`config.mk`:
```
export PLATFORM = sky130hd
export DESIGN_NAME = uart_rx
export DESIGN_NICKNAME = d
export VERILOG_FILES = /design/src/rtl/uart_pkg.sv /design/src/rtl/byte_fifo.sv /design/src/rtl/uart_rx.sv
export SDC_FILE = /design/constraint.sdc
export NUM_CORES = 1
export LEC_CHECK = 0
export CAP_MARGIN = 25
export CORE_ASPECT_RATIO = 1.2
export CORE_MARGIN = 3
export CORE_UTILIZATION = 30
export CTS_CLUSTER_DIAMETER = 200
export DETAILED_ROUTE_END_ITERATION = 12
export GPL_TIMING_DRIVEN = 0
export PLACE_DENSITY = 0.43
export SYNTH_ARGS = -nofsm -noshare
export SYNTH_HDL_FRONTEND = slang
export SYNTH_SLANG_ARGS = --single-unit
```
`constraint.sdc`:
```
create_clock -name clk -period 8.4 [get_ports clk]
set_input_delay 2.52 -clock clk [delete_from_list [all_inputs] [get_ports clk]]
set_output_delay 2.52 -clock clk [all_outputs]
set_load 0.05 [all_outputs]
```
`src/rtl/uart_pkg.sv`:
```
// Shared UART definitions: receiver state encoding and default line rate.
package uart_pkg;

  localparam int DEFAULT_CLK_PER_BIT = 868;
  localparam int UART_DATA_W         = 8;

  typedef enum logic [2:0] {
    IDLE  = 3'd0,
    START = 3'd1,
    DATA  = 3'd2,
    STOP  = 3'd3,
    BREAK = 3'd4
  } rx_state_t;

endpackage

```
`src/rtl/byte_fifo.sv`:
```
// First-word-fall-through FIFO with registered head data and valid flag.
// A push into a full FIFO is accepted only when a pop frees a slot that same cycle.
module byte_fifo #(
  parameter int DEPTH = 16,
  parameter int WIDTH = 8
) (
  input  logic                       clk,
  input  logic                       rst,
  input  logic                       push_i,
  input  logic [WIDTH-1:0]           wdata_i,
  input  logic                       pop_i,
  output logic                       full_o,
  output logic [$clog2(DEPTH+1)-1:0] count_o,
  output logic                       rvalid_o,
  output logic [WIDTH-1:0]           rdata_o
);

  localparam int AW = $clog2(DEPTH);
  localparam int CW = $clog2(DEPTH+1);

  logic [WIDTH-1:0] mem_q [DEPTH];
  logic [AW-1:0]    rptr_q, rptr_d, wptr_q, wptr_d;
  logic [CW-1:0]    count_q, count_d;
  logic [WIDTH-1:0] rdata_q, rdata_d;
  logic             rvalid_q, rvalid_d;
  logic             full_s, pop_ok_s, push_ok_s;

  always_comb begin
    full_s    = (count_q == CW'(DEPTH));
    pop_ok_s  = pop_i && (count_q != {CW{1'b0}});
    push_ok_s = push_i && (!full_s || pop_ok_s);

    rptr_d  = rptr_q;
    wptr_d  = wptr_q;
    count_d = count_q;
    rdata_d = rdata_q;

    if (pop_ok_s) begin
      rptr_d = rptr_q + AW'(1);
    end else begin
      rptr_d = rptr_q;
    end
    if (push_ok_s) begin
      wptr_d = wptr_q + AW'(1);
    end else begin
      wptr_d = wptr_q;
    end

    case ({push_ok_s, pop_ok_s})
      2'b10:   count_d = count_q + CW'(1);
      2'b01:   count_d = count_q - CW'(1);
      default: count_d = count_q;
    endcase

    // The slot being written is not in mem_q yet, so a new sole entry bypasses it.
    if (count_d == {CW{1'b0}}) begin
      rdata_d = rdata_q;
    end else if (push_ok_s && (count_d == CW'(1))) begin
      rdata_d = wdata_i;
    end else begin
      rdata_d = mem_q[rptr_d];
    end
    rvalid_d = (count_d != {CW{1'b0}});
  end

  always_ff @(posedge clk) begin
    if (push_ok_s) begin
      mem_q[wptr_q] <= wdata_i;
    end
  end

  always_ff @(posedge clk or posedge rst) begin
    if (rst) begin
      rptr_q   <= {AW{1'b0}};
      wptr_q   <= {AW{1'b0}};
      count_q  <= {CW{1'b0}};
      rdata_q  <= {WIDTH{1'b0}};
      rvalid_q <= 1'b0;
    end else begin
      rptr_q   <= rptr_d;
      wptr_q   <= wptr_d;
      count_q  <= count_d;
      rdata_q  <= rdata_d;
      rvalid_q <= rvalid_d;
    end
  end

  assign full_o   = full_s;
  assign count_o  = count_q;
  assign rvalid_o = rvalid_q;
  assign rdata_o  = rdata_q;

endmodule

```
`src/rtl/uart_rx.sv`:
```
// 8N1 UART receiver: synchronizes rxd, recovers bytes with a bit-period counter,
// buffers them in a FWFT FIFO and flags framing errors and overruns.
module uart_rx
  import uart_pkg::*;
#(
  parameter int CLK_PER_BIT = DEFAULT_CLK_PER_BIT,
  parameter int FIFO_DEPTH  = 16
) (
  input  logic                            clk,
  input  logic                            rst,
  input  logic                            rxd,
  output logic [UART_DATA_W-1:0]          rdata,
  output logic                            rvalid,
  input  logic                            rready,
  output logic [$clog2(FIFO_DEPTH+1)-1:0] fifo_count,
  output logic                            frame_err,
  output logic                            overrun
);

  localparam int CW = $clog2(CLK_PER_BIT);
  localparam logic [CW-1:0] CNT_LAST = CW'(CLK_PER_BIT - 1);
  localparam logic [CW-1:0] CNT_HALF = CW'(CLK_PER_BIT / 2 - 1);

  logic                   meta_q, rxs_q;
  rx_state_t              state_q, state_d;
  logic [CW-1:0]          cnt_q, cnt_d;
  logic [2:0]             idx_q, idx_d;
  logic [UART_DATA_W-1:0] sh_q, sh_d;
  logic                   frame_err_q, overrun_q;
  logic                   push_s, fe_s, ov_s, full_s;

  always_ff @(posedge clk or posedge rst) begin
    if (rst) begin
      meta_q <= 1'b1;
      rxs_q  <= 1'b1;
    end else begin
      meta_q <= rxd;
      rxs_q  <= meta_q;
    end
  end

  always_comb begin
    state_d = state_q;
    cnt_d   = cnt_q;
    idx_d   = idx_q;
    sh_d    = sh_q;
    push_s  = 1'b0;
    fe_s    = 1'b0;

    case (state_q)
      IDLE: begin
        if (!rxs_q) begin
          state_d = START;
          cnt_d   = {CW{1'b0}};
        end else begin
          state_d = IDLE;
        end
      end
      START: begin
        if (cnt_q == CNT_HALF) begin
          if (rxs_q) begin
            state_d = IDLE;
          end else begin
            state_d = DATA;
            cnt_d   = {CW{1'b0}};
            idx_d   = 3'd0;
          end
        end else begin
          cnt_d = cnt_q + CW'(1);
        end
      end
      DATA: begin
        if (cnt_q == CNT_LAST) begin
          sh_d  = {rxs_q, sh_q[UART_DATA_W-1:1]};
          cnt_d = {CW{1'b0}};
          if (idx_q == 3'd7) begin
            state_d = STOP;
          end else begin
            idx_d = idx_q + 3'd1;
          end
        end else begin
          cnt_d = cnt_q + CW'(1);
        end
      end
      // Sampling mid-stop and returning to IDLE at once leaves half a bit of slack.
      STOP: begin
        if (cnt_q == CNT_LAST) begin
          cnt_d = {CW{1'b0}};
          if (rxs_q) begin
            push_s  = 1'b1;
            state_d = IDLE;
          end else begin
            fe_s    = 1'b1;
            state_d = BREAK;
          end
        end else begin
          cnt_d = cnt_q + CW'(1);
        end
      end
      BREAK: begin
        if (rxs_q) begin
          state_d = IDLE;
        end else begin
          state_d = BREAK;
        end
      end
      default: begin
        state_d = IDLE;
      end
    endcase

    ov_s = push_s && full_s && !(rvalid && rready);
  end

  always_ff @(posedge clk or posedge rst) begin
    if (rst) begin
      state_q     <= IDLE;
      cnt_q       <= {CW{1'b0}};
      idx_q       <= 3'd0;
      sh_q        <= {UART_DATA_W{1'b0}};
      frame_err_q <= 1'b0;
      overrun_q   <= 1'b0;
    end else begin
      state_q     <= state_d;
      cnt_q       <= cnt_d;
      idx_q       <= idx_d;
      sh_q        <= sh_d;
      frame_err_q <= fe_s;
      overrun_q   <= ov_s;
    end
  end

  byte_fifo #(
    .DEPTH (FIFO_DEPTH),
    .WIDTH (UART_DATA_W)
  ) u_fifo (
    .clk      (clk),
    .rst      (rst),
    .push_i   (push_s),
    .wdata_i  (sh_q),
    .pop_i    (rready),
    .full_o   (full_s),
    .count_o  (fifo_count),
    .rvalid_o (rvalid),
    .rdata_o  (rdata)
  );

  assign frame_err = frame_err_q;
  assign overrun   = overrun_q;

endmodule

```
Word level (Yosys, flattened, before mapping)
Memories as Yosys holds them, arrays and structs flattened.
Index checks and enable logic that the tools add are counted.
{ "word_totals": {"ff_bits": 50, "wordCells": 84, "n_memories": 1, "mem_bits_rw": 128, "output_inout_bits": 16, "inputBits": 4} }
{ "classes": {"muxes": 28, "eq_ne": 17, "n_reduce_logical": 19, "add_sub_neg": 6} }
{ "memory_table": {"columns": ["name", "words", "width", "read_ports", "rd_ports_with_merged_regs", "write_ports", "line_no", "source"], "rows": [
  ["u_fifo.mem_q", 16, 8, 1, 0, 1, "byte_fifo.sv:21", "logic [WIDTH-1:0] mem_q [DEPTH];"]
]} }
{ "op_table": {"columns": ["operator", "n"], "rows": [
  ["2-to-1 mux 10 bit", 3],
  ["case mux 10 bit (3 select lines)", 1],
  ["2-to-1 mux 3 bit", 9],
  ["case mux 3 bit (5 select lines)", 1],
  ["inequality test 2 bit, second input constant", 6],
  ["adder 10 x 1 -> 10 bit, second input constant", 1],
  ["equality test 10 bit, second input constant", 1],
  ["equality test 10 x 9 -> 1 bit, second input constant", 1],
  ["case mux 5 bit (2 select lines)", 1],
  ["nonzero test 5 bit", 2],
  ["2-to-1 mux 1 bit", 9],
  ["adder 4 x 1 -> 4 bit, second input constant", 2],
  ["2-to-1 mux 8 bit", 1],
  ["equality test 3 x 2 -> 1 bit, second input constant", 2],
  ["equality test 3 bit, second input constant", 2],
  ["logical AND 1 bit", 6],
  ["case mux 3 bit (2 select lines)", 1],
  ["adder 5 x 1 -> 5 bit, second input constant", 1],
  ["equality test 5 x 1 -> 1 bit, second input constant", 1],
  ["equality test 5 bit, second input constant", 1],
  ["logical NOT 5 bit", 1],
  ["AND reduction 5 bit", 1],
  ["subtractor 5 x 1 -> 5 bit, second input constant", 1],
  ["2-to-1 mux 4 bit", 1],
  ["other kinds (13)", 14]
]} }

Longest topological paths before layout
Gate-level depths: netlist (run 1).
{ "logic_depth": {"ltp_word": 9, "ltp_mapped": 16, "depth_no_buf": 13} }

By module
Synthesis (run 1) repeated with hierarchy kept, for this count alone.
{ "unflattened": {"hier_cells": 660, "area_unflattened_um2": 8400.6} }
{ "by_module_without_submodules": {"columns": ["mod", "cells_each", "n_inst", "area_each_um2", "seq_area_each_um2"], "rows": [
  ["byte_fifo", 523, 1, 6900.4, 4394.2],
  ["uart_rx", 137, 1, 1500.2, 703.2]
]} }

Worst setup path after synthesis (run 1)
No wires, ideal clock.
{ "synth_timing": {"path_type": "input-to-reg", "from": "input port rready", "to": "register u_fifo.rdata_q[2], in the netlist u_fifo.rdata_o[2]", "t_required_ns": 8.306, "path_buffers": 3, "path_slack_ns": 3.176, "arrival_ns": 5.130, "path_stages": 12, "setup_ns": 0.094, "cell_sequence": "buf_2 o21ai_2 clkbuf_1 nor2_1 xor2_1 ha_1 or4_2 nand3_1 a41oi_2 or2_0 buf_6 a211oi_1"} }
{ "synth_via": {"elab_chain_len": 8, "word_cells_on_any_way": 12, "classes_between": "eq/ne: 3; mux: 3; reduce/logical: 5; memory: 1"} }
{ "synth_rtl": {"columns": ["element", "line_no", "source"], "rows": [
  ["start, declared", "uart_rx.sv:14", "input logic rready,"],
  ["logical AND 1 bit (*)", "byte_fifo.sv:30", "pop_ok_s = pop_i && (count_q != {CW{1'b0}});"],
  ["logical OR 1 bit", "byte_fifo.sv:31", "push_ok_s = push_i && (!full_s || pop_ok_s);"],
  ["logical AND 1 bit", "byte_fifo.sv:31", null],
  ["equality test 2 x 1 -> 1 bit / equality test 2 bit (equally long branches)", "byte_fifo.sv:49", "case ({push_ok_s, pop_ok_s})"],
  ["case mux 5 bit (2 select lines)", "byte_fifo.sv:49", null],
  ["equality test 5 x 1 -> 1 bit", "byte_fifo.sv:58", "end else if (push_ok_s && (count_d == CW'(1))) begin"],
  ["logical AND 1 bit", "byte_fifo.sv:58", null],
  ["2-to-1 mux 8 bit", "byte_fifo.sv:58", null],
  ["end signal, assigned", "byte_fifo.sv:77", "rdata_q <= {WIDTH{1'b0}};"],
  ["end signal, assigned", "byte_fifo.sv:83", "rdata_q <= rdata_d;"],
  ["end, declared", "byte_fifo.sv:24", "logic [WIDTH-1:0] rdata_q, rdata_d;"]
]} }
Every way passes the cells marked *; elsewhere a longest branch is shown, timed or not.
A chain may end at the register's enable or synchronous reset.

Worst setup path in the final report (run 1)
Ends and elaborated chain as after synthesis.

==> flow_summary.toml, run 1 <==
[layout]
utilization_pct = 35.4
fin_nets = 776
layout-drive-gt1-share_pct = 16.1
area_growth_syn_to_layout_pct = 15.6
diodes = 0

[sta]
setup_viol = 0
max_freq_mhz = 177
relSlewSlack_pct = 22.5
fin_crit_ns = 5.64
hold_violations = 0
finalSetupTns_ns = 0
rsz0062_at_grt = "no"
tightest_slew_ns = 1.13
skew_ns = 0.0153
fin_crit_sh_pct = 67.1
drv_slew = 0

[cts]
cts-root-buf = "clkbuf_16"
post_cts_resized = 0
cts_sinks = 178
clk_pin_slew_ns = 0.07
cts_tree = "done"
post_cts_buffers = 0
clk_latency_ns = 0.44
htreeDepth = 4
cts_buffer_depth = 2
cts_hold_buf = 0
numCtsBuffers = 17

[logic_synthesis]
ys_seq_elements = 178
synth-edff-count = 128
yosys_warnings = 0
synth.area.top_cells = "edfxtp_1, dfrtp_1, mux2i_1"
synth_flop_cell = "edfxtp_1"
yosysSeqAreaShare_pct = 57.5
yosysTopAreaCell = "edfxtp_1"
async_reset_ff_share_pct = 28.1
synth_top_area_share_pct = 43.3
syn_avg_cell_area_sq_um = 12.4
synth_area_sq_mm = 0.00887
synth_cell_types = 73
syn_inst = 713
syn_nets = 728

[power_and_ir_drop]
power.density_mw_per_mm2 = 324
ir_worst_vdd_v = 0.000131
p_total_uw = 3320
p_leak_uw = 0.00393

[route]
initialDrtViolationCount = 520
drc = 0
vias = 6260
routedWlPerCell_microns = 22.7
avgViaCountPerCell = 5.40
routed_wl_microns = 26300
ant_nets = 0
firstDrtPassIters = 5

[setup_path]
r2r_start = "u_fifo.count_o[1]"
rr_worst_depth = 14
ff2ff_setup_slack_ns = 3.60
cpPeakStageDelay_ns = 0.66
critPathBufInv = 3
slowest_stage = "or4_2"
r2r_end = "u_fifo.rdata_o[2]"
crit_fanout = 10
worstPathRequired_ns = 8.70
arrival_ns = 5.94
worst_path_dominant_cell_family = "simple AND/OR/NAND/NOR gates"
end_kind = "register"
critPathKind = "primary input to register"
cp-start-kind = "primary input"
cp_cell_sequence = "buf_2 -> o21ai_2 -> clkbuf_1 -> nor2_1 -> xor2_1 -> ha_1 -> or4_2 -> nand3_1 -> a41oi_2 -> or2_0 -> buf_6 -> a211oi_1"

[floorplan]
die_h_microns = 194
pin_count = 20
core_sq_mm = 0.0289
initial_core_util_pct = 30.7
die_w_microns = 163
row_count = 68
dieArea_sq_mm = 0.0317

[job]
drv_cap = 0

[status]
status = "completed"

[placement]
hpwl_microns = 18500
routabilityCongestion = 0.838
portBuffers = 18

[global_route]
antenna_found_initial = 0
gr-total-overflow = 0
track_usage_pct = 16.7
grt_pass1_vias = 6343
grt_max_degree = 40
grt_pass1_wl_microns = 39300

[hold_path]
hp-class = "register to register"
hp-start = "meta_q"
hold_path_end = "rxs_q"
holdPathStages = 0
==> where the power goes <==
group | total, uW | internal [uW] | switching (uW)
sequential | 1030 | 978 | 47.3
clock | 840 | 483 | 358
combinational | 1460 | 527 | 930
==> routing by layer <==
layer | track usage, % | up-vias | wire length, microns
met2 | 29.3 | 148 | 13600
met4 | 5.14 | 0 | 576
met5 | 0 | - | 0
li1 | - | 2897 | -
met1 | 20.7 | 3182 | 11200
met3 | 3.30 | 33 | 902
==> placed cells by master, fill, tap and decap left out, drive strengths merged, types with 17 or more instances in the layout <==
cell type	netlist	final
edfxtp	128	128
nor2	61	61
dfrtp	48	48
nand2	40	40
o22ai	37	37
buf	27	37
mux2i	36	36
clkbuf	14	33
mux2	25	25
inv	22	25
clkdlybuf4s50	0	18
o211ai	18	18
o21ai	18	18
nor3	18	18
a211oi	18	18
a21oi	17	17
==> per-stage QoR <==
stage,worst slack (ns),hold slack [ns],cell area [sq um],std cells
floorplan,3.18,0.345,8870,713
finish,2.76,0.358,10300,1159
detailed placement,2.29,0.348,9620,1126
CTS,2.75,0.359,10200,1158
global route,2.57,0.367,10300,1159
global placement,2.31,0.347,9530,1116
==> registers in the layout, summed over array words and instances, names as in the netlist <==
signal	cells
u_fifo.rptr_q	4
frame_err	1
rxs_q	1
overrun	1
cnt_q	10
meta_q	1
u_fifo.mem_q	128
u_fifo.rdata_o	8
u_fifo.rvalid_o	1
u_fifo.wptr_q	4
sh_q	8
u_fifo.count_o	5
idx_q	3
state_q	3
==> cells in the mapped netlist, types with 9 or more instances <==
master and number:
mux2i_1 35, ha_1 11, nand2_1 40, nor3_1 17, edfxtp_1 128, a2111oi_0 14, dfrtp_1 48, mux4_2 10
buf_2 17, o21ai_0 14, a211oi_1 13, o221ai_1 10, inv_1 22, nand3_1 9, clkbuf_1 14, a21oi_1 17
nor2_1 61, o22ai_1 37, nor4b_1 14, o211ai_1 16, nor4_1 9, mux2_2 25
==> worst max-delay path by stage <==
stage	depth (start not counted)	from	endpoint	slack [ns]
global route	12	rready	u_fifo.rdata_o[2]	2.57
floorplan	12	rready	u_fifo.rdata_o[2]	3.18
finish	12	rready	u_fifo.rdata_o[2]	2.76
CTS	12	rready	u_fifo.rdata_o[2]	2.75
detailed placement	12	rready	u_fifo.rdata_o[2]	2.29
global placement	12	rready	u_fifo.rdata_o[2]	2.31
==> final cells by class <==
type | count | area [sq um]
fillers | 2856 | 18700
flip-flops and latches | 178 | 5100
multi-input cells | 471 | 3510
well taps | 385 | 482
clock buffers | 19 | 443
repair buffers | 29 | 255
plain buffers | 41 | 198
clock inverters | 13 | 179
inverters | 23 | 86.3
==> kinds of logic (layout without fill, tap and decap cells) <==
family                   Yosys count  after routing  synth area share, %
AO/OA/AOI/OAI                    174            174                 14.4
XOR/XNOR                          11             11                 1.17
adder cells (fa/ha/maj)           11             11                 1.55
buffers and inverters             64            125                 3.20
flip-flops                       178            178                 57.5
multiplexers                      71             71                 9.82
AND/OR/NAND/NOR                  204            204                 12.4
No activity file was read; power rests on OpenSTA's default activity.
==> inputs of run 2 (changes only) <==
--- a/config.mk
+++ b/config.mk
@@ -12,7 +12,7 @@
 export CTS_CLUSTER_DIAMETER = 200
 export DETAILED_ROUTE_END_ITERATION = 12
 export GPL_TIMING_DRIVEN = 0
-export PLACE_DENSITY = 0.43
+export PLACE_DENSITY = 0.45
 export SYNTH_ARGS = -nofsm -noshare
 export SYNTH_HDL_FRONTEND = slang
 export SYNTH_SLANG_ARGS = --single-unit
==> constraint.sdc (replaced) <==
create_clock -name clk -period 5.1 [get_ports clk]
set_input_delay 1.53 -clock clk [delete_from_list [all_inputs] [get_ports clk]]
set_output_delay 1.53 -clock clk [all_outputs]
set_load 0.05 [all_outputs]
==> run 2 against run 1 <==
Global-route usage fell by 0.056 points. Utilization decreased by 0.14 points. Sequential power rose by 65%. Clock power is 57% higher. Routed wire length down 0.82%. Final cell count up 0.43%. Critical path type is now register to register.
==> flow_summary.toml, run 2 (synthesis gave the netlist of run 1 again) <==
[hold_path]
holdPathStages = 0
hp-start = "meta_q"
hp-class = "register to register"

[route]
avgViaCountPerCell = 5.46
routed_wl_microns = 26000
top_layer = "met4"
initialDrtViolationCount = 516
vias = 6354
routedWlPerCell_microns = 22.4
ant_nets = 0
firstDrtPassIters = 5
dr_wl_met3_microns = 993
route.met2.wl_microns = 13000
wl_met1_microns = 11500
drc = 0

[floorplan]
row_count = 68
initial_core_util_pct = 30.7
core_sq_mm = 0.0289
die_h_microns = 194
die_w_microns = 163
dieArea_sq_mm = 0.0317
pin_count = 20

[sta]
max_freq_mhz = 210
hold_violations = 0
setup_viol = 0
relSlewSlack_pct = 34.8
fin_crit_ns = 4.75
rsz0062_at_grt = "no"
fin_crit_sh_pct = 93.2
tightest_slew_ns = 0.974
drv_slew = 0
skew_ns = 0.0122
fin_ws_ns = 0.349

[layout]
regMostFlops = "u_fifo.mem_q"
design_area_sq_mm = 0.0102
fill_cells = 2867
area_growth_syn_to_layout_pct = 15.2
instances_no_fill = 1164
final_cell_mix = "edfxtp_1, nor2_1, dfrtp_1"
layout-drive-gt1-share_pct = 15.9
fin_nets = 781
reg.largest.list = "u_fifo.mem_q: 128 flops, cnt_q: 10 flops"
final_common_cell = "edfxtp_1"
diodes = 0
largest_reg_flops = 128

[global_route]
antenna_found_initial = 0
grt_pass1_vias = 6565
gr-total-overflow = 0
grt_pass1_wl_microns = 39900
track_usage_pct = 16.7
grt_max_degree = 27

[placement]
place_area_sq_mm = 0.00962
dpl_worst_slack_ns = 0.0475
routabilityCongestion = 0.814
dp.cells = 1131
portBuffers = 18
hpwl_microns = 18400

[cts]
cts_hold_buf = 0
htreeDepth = 4
cts_sinks = 178
cts_tree = "done"
numCtsBuffers = 17
clk_pin_slew_ns = 0.07
clk_latency_ns = 0.43
post_cts_resized = 0
cts_buffer_depth = 2
post_cts_buffers = 0
cts-root-buf = "clkbuf_16"

[power_and_ir_drop]
p_leak_uw = 0.00389
p_total_uw = 5410
power.density_mw_per_mm2 = 530
ir_worst_vdd_v = 0.000213

[setup_path]
r2r_start = "u_fifo.count_o[0]"
crit_fanout = 10
arrival_ns = 5.08
critPathLaunch = "u_fifo.count_o[0]"
rr_worst_depth = 13
worstPathRequired_ns = 5.42
end_kind = "register"
cp-start-kind = "register"
critPathKind = "register to register"

[status]
status = "completed"

[job]
drv_cap = 0
==> run 2: routing by layer <==
metal / GRT usage (%) / vias up
li1: - / 2904
met1: 21.8 / 3249
met2: 27.9 / 170
met3: 2.79 / 31
met4: 5.99 / 0
met5: 0 / -
==> run 2: power by group <==
part / internal [uW] / leakage [uW] / total (uW) / switching [uW]
clock network: 729 / 0.000276 / 1320 / 590
registers: 1610 / 0.00212 / 1700 / 86.6
logic: 865 / 0.00149 / 2390 / 1530
total: 3200 / 0.00389 / 5410 / 2200
==> run 2: worst max-delay path, stage by stage (launching register included) <==
cell and delay, ns:
dfrtp_1 0.51, or4_1 0.54, buf_2 0.18, o21ai_2 0.39, clkbuf_1 0.52, nor2_1 0.17
xor2_1 0.18, ha_1 0.23, or4_2 0.67, nand3_1 0.15, a41oi_2 0.35, or2_0 0.35
buf_6 0.15, a211oi_1 0.24
==> run 2: area by class of cell <==
cell class	count	area, sq um	share of cell area [%]
Multi-Input combinational cell	471	3490	34.2
Buffer	41	198	1.94
Inverter	23	86.3	0.845
Tap cell	385	482	4.72
Clock buffer	18	429	4.20
Clock inverter	14	153	1.49
Timing Repair Buffer	34	277	2.71
Sequential cell	178	5100	49.9
==> run 2: path summary, 6_finish.rpt <==
path | to | slack, ns
worst min-delay path | rxs_q | 0.36
worst min register to register | rxs_q | 0.36
max in group asynchronous | u_fifo.wptr_q[2] | 3.04
worst max-delay path | u_fifo.rdata_o[7] | 0.35
worst max register to register | u_fifo.rdata_o[7] | 0.35
min in group asynchronous | cnt_q[2] | 1.49
==> run 2: stage by stage <==
| step | hold slack [ns] | util, % | setup TNS [ns] |
|---|---|---|---|
| finish | 0.361 | 35.3 | 0 |
| global route | 0.364 | 35.3 | 0 |
| CTS | 0.362 | 35.3 | 0 |
| detailed placement | 0.351 | 33.2 | 0 |
| global placement | 0.346 | 32.9 | -0.220 |
| floorplan | 0.345 | - | 0 |
==> inputs of run 3 (changes only) <==
--- a/config.mk
+++ b/config.mk
@@ -5,6 +5,7 @@
 export SDC_FILE = /design/constraint.sdc
 export NUM_CORES = 1
 export LEC_CHECK = 0
+export ABC_AREA = 1
 export CAP_MARGIN = 25
 export CORE_ASPECT_RATIO = 1.2
 export CORE_MARGIN = 3
==> run 3 against run 2 <==
Critical endpoint unchanged. Global-route usage shrank 2.0 points. Maximum frequency grew 20%. Critical path depth grew 2. Largest power group is now sequential cells. Clock power shrank 9%. Flip-flop and latch count is the same.
==> flow_summary.toml, run 3 <==
[status]
status = "completed"

[global_route]
track_usage_pct = 14.6
grt_pass1_vias = 5547
grt_pass1_wl_microns = 31800
antenna_found_initial = 0
gr-total-overflow = 0
grt_max_degree = 28

[setup_path]
crit_fanout = 10
arrival_ns = 4.33
end_kind = "register"
cp-start-kind = "primary input"
worstPathRequired_ns = 5.47
ff2ff_setup_slack_ns = 1.90
critPathKind = "primary input to register"

[sta]
skew_ns = 0.0122
max_freq_mhz = 252
finalSetupTns_ns = 0
rsz0062_at_grt = "no"
fin_ws_ns = 1.13
fin_crit_ns = 3.97
setup_viol = 0
relSlewSlack_pct = 40.3
hold_violations = 0
fin_crit_sh_pct = 77.8
hold_slack_ns = 0.361
drv_slew = 0
tightest_slew_ns = 0.892

[layout]
largest_reg_flops = 128
layout-drive-gt1-share_pct = 9.86
fin_nets = 813
reg.largest.list = "u_fifo.mem_q: 128 flops, cnt_q: 10 flops"
diodes = 0
regMostFlops = "u_fifo.mem_q"
final_common_cell = "edfxtp_1"
instances_no_fill = 1141
final_cell_mix = "edfxtp_1, nand2_1, o21ai_0"
area_growth_syn_to_layout_pct = 14.5

[cts]
post_cts_buffers = 0
clk_pin_slew_ns = 0.07
post_cts_resized = 0
cts_buffer_depth = 2
cts_hold_buf = 0
cts-root-buf = "clkbuf_16"
cts_sinks = 178
htreeDepth = 4
cts_tree = "done"
numCtsBuffers = 17
clk_latency_ns = 0.43

[logic_synthesis]
synth.area.top_cells = "edfxtp_1, dfrtp_1, o21ai_0"
synth_cell_types = 41
yosys_warnings = 0
syn_avg_cell_area_sq_um = 10.5
synth.most_common_cell = "edfxtp_1"
synth_area_sq_mm = 0.00799
syn_inst = 759
syn_nets = 774
ys_seq_elements = 178
synth_flop_cell = "edfxtp_1"
yosysSeqAreaShare_pct = 63.8
synth_top_area_share_pct = 48.1
synth-edff-count = 128
async_reset_ff_share_pct = 28.1
yosysTopAreaCell = "edfxtp_1"
synthTopCellsByCount = "edfxtp_1, nand2_1, o21ai_0, nor2_1, inv_1"

[route]
routedWlPerCell_microns = 17.4
avgViaCountPerCell = 4.63
vias = 5281
firstDrtPassIters = 4
routed_wl_microns = 19800
initialDrtViolationCount = 300
drc = 0
ant_nets = 0

[floorplan]
die_w_microns = 155
core_sq_mm = 0.0259
row_count = 64
pin_count = 20
initial_core_util_pct = 30.9
die_h_microns = 185
dieArea_sq_mm = 0.0286

[power_and_ir_drop]
ir_worst_vdd_v = 0.000325
p_leak_uw = 0.00389
power.density_mw_per_mm2 = 499
p_total_uw = 4560

[hold_path]
hp-class = "register to register"

[placement]
routabilityCongestion = 0.785
hpwl_microns = 13800
dpl_worst_slack_ns = 0.758
dp.cells = 1109
portBuffers = 19

[job]
drv_cap = 0
run 3: metal layers:
layer / vias to the layer above / GRT usage [%] / part of all wire, %
met5: - / 0 / 0
met4: 0 / 5.48 / 2.6
met3: 27 / 2.85 / 2.9
met2: 98 / 24.6 / 48
met1: 2497 / 18.8 / 46
li1: 2659 / - / -
run 3: cell type report:
class	count	area [sq um]
Clock inverter	14	105
Fill cell	2607	16700
Inverter	87	332
Buffer	25	116
Clock buffer	18	429
Multi-Input combinational cell	469	2440
Tap cell	330	413
Timing Repair Buffer	20	210
Sequential cell	178	5100
run 3: power breakdown:
part / total (uW) / switching (uW) / internal (uW) / leakage (uW)
sequential: 1680 / 69.0 / 1610 / 0.00212
combinational: 1680 / 1190 / 494 / 0.00152
clock: 1200 / 569 / 629 / 0.000252
run 3: cells by family after synthesis:
kind of cell	synth area share, %
AND/OR/NAND/NOR	16.4
buffers and inverters	5.61
AO/OA/AOI/OAI	11.4
adder cells (fa/ha/maj)	1.72
XOR/XNOR	1.06
flip-flops	63.8
run 3: stage by stage:
step / util (%) / cell area (sq um)
floorplan: - / 7990
global placement: 33.2 / 8590
detailed placement: 33.3 / 8610
CTS: 35.4 / 9150
global route: 35.4 / 9150
finish: 35.4 / 9150
run 3: path summary, 6_finish.rpt:
path / start / to / depth (start not counted)
max in group asynchronous: rst / rxs_q / 3
hold reg to reg: meta_q / rxs_q / 0
min in group asynchronous: rst / u_fifo.rdata_o[5] / 2
setup / recovery: rready / u_fifo.rdata_o[7] / 15
setup reg to reg: cnt_q[0] / u_fifo.mem_q[9][3] / 7
hold / removal: meta_q / rxs_q / 0
run 3: worst max-delay path, cell delays in order:
cell and delay, ns:
clkdlybuf4s50_1 0.53, nand2_4 0.11, inv_4 0.12, nand2_1 0.06, nand2_1 0.07, buf_2 0.27, clkbuf_1 0.45, o21ai_0 0.17
o211ai_1 0.33, o21ai_0 0.28, nand2_1 0.13, nand2_1 0.08, nand2_1 0.07, nand3_1 0.07, nand2_1 0.06
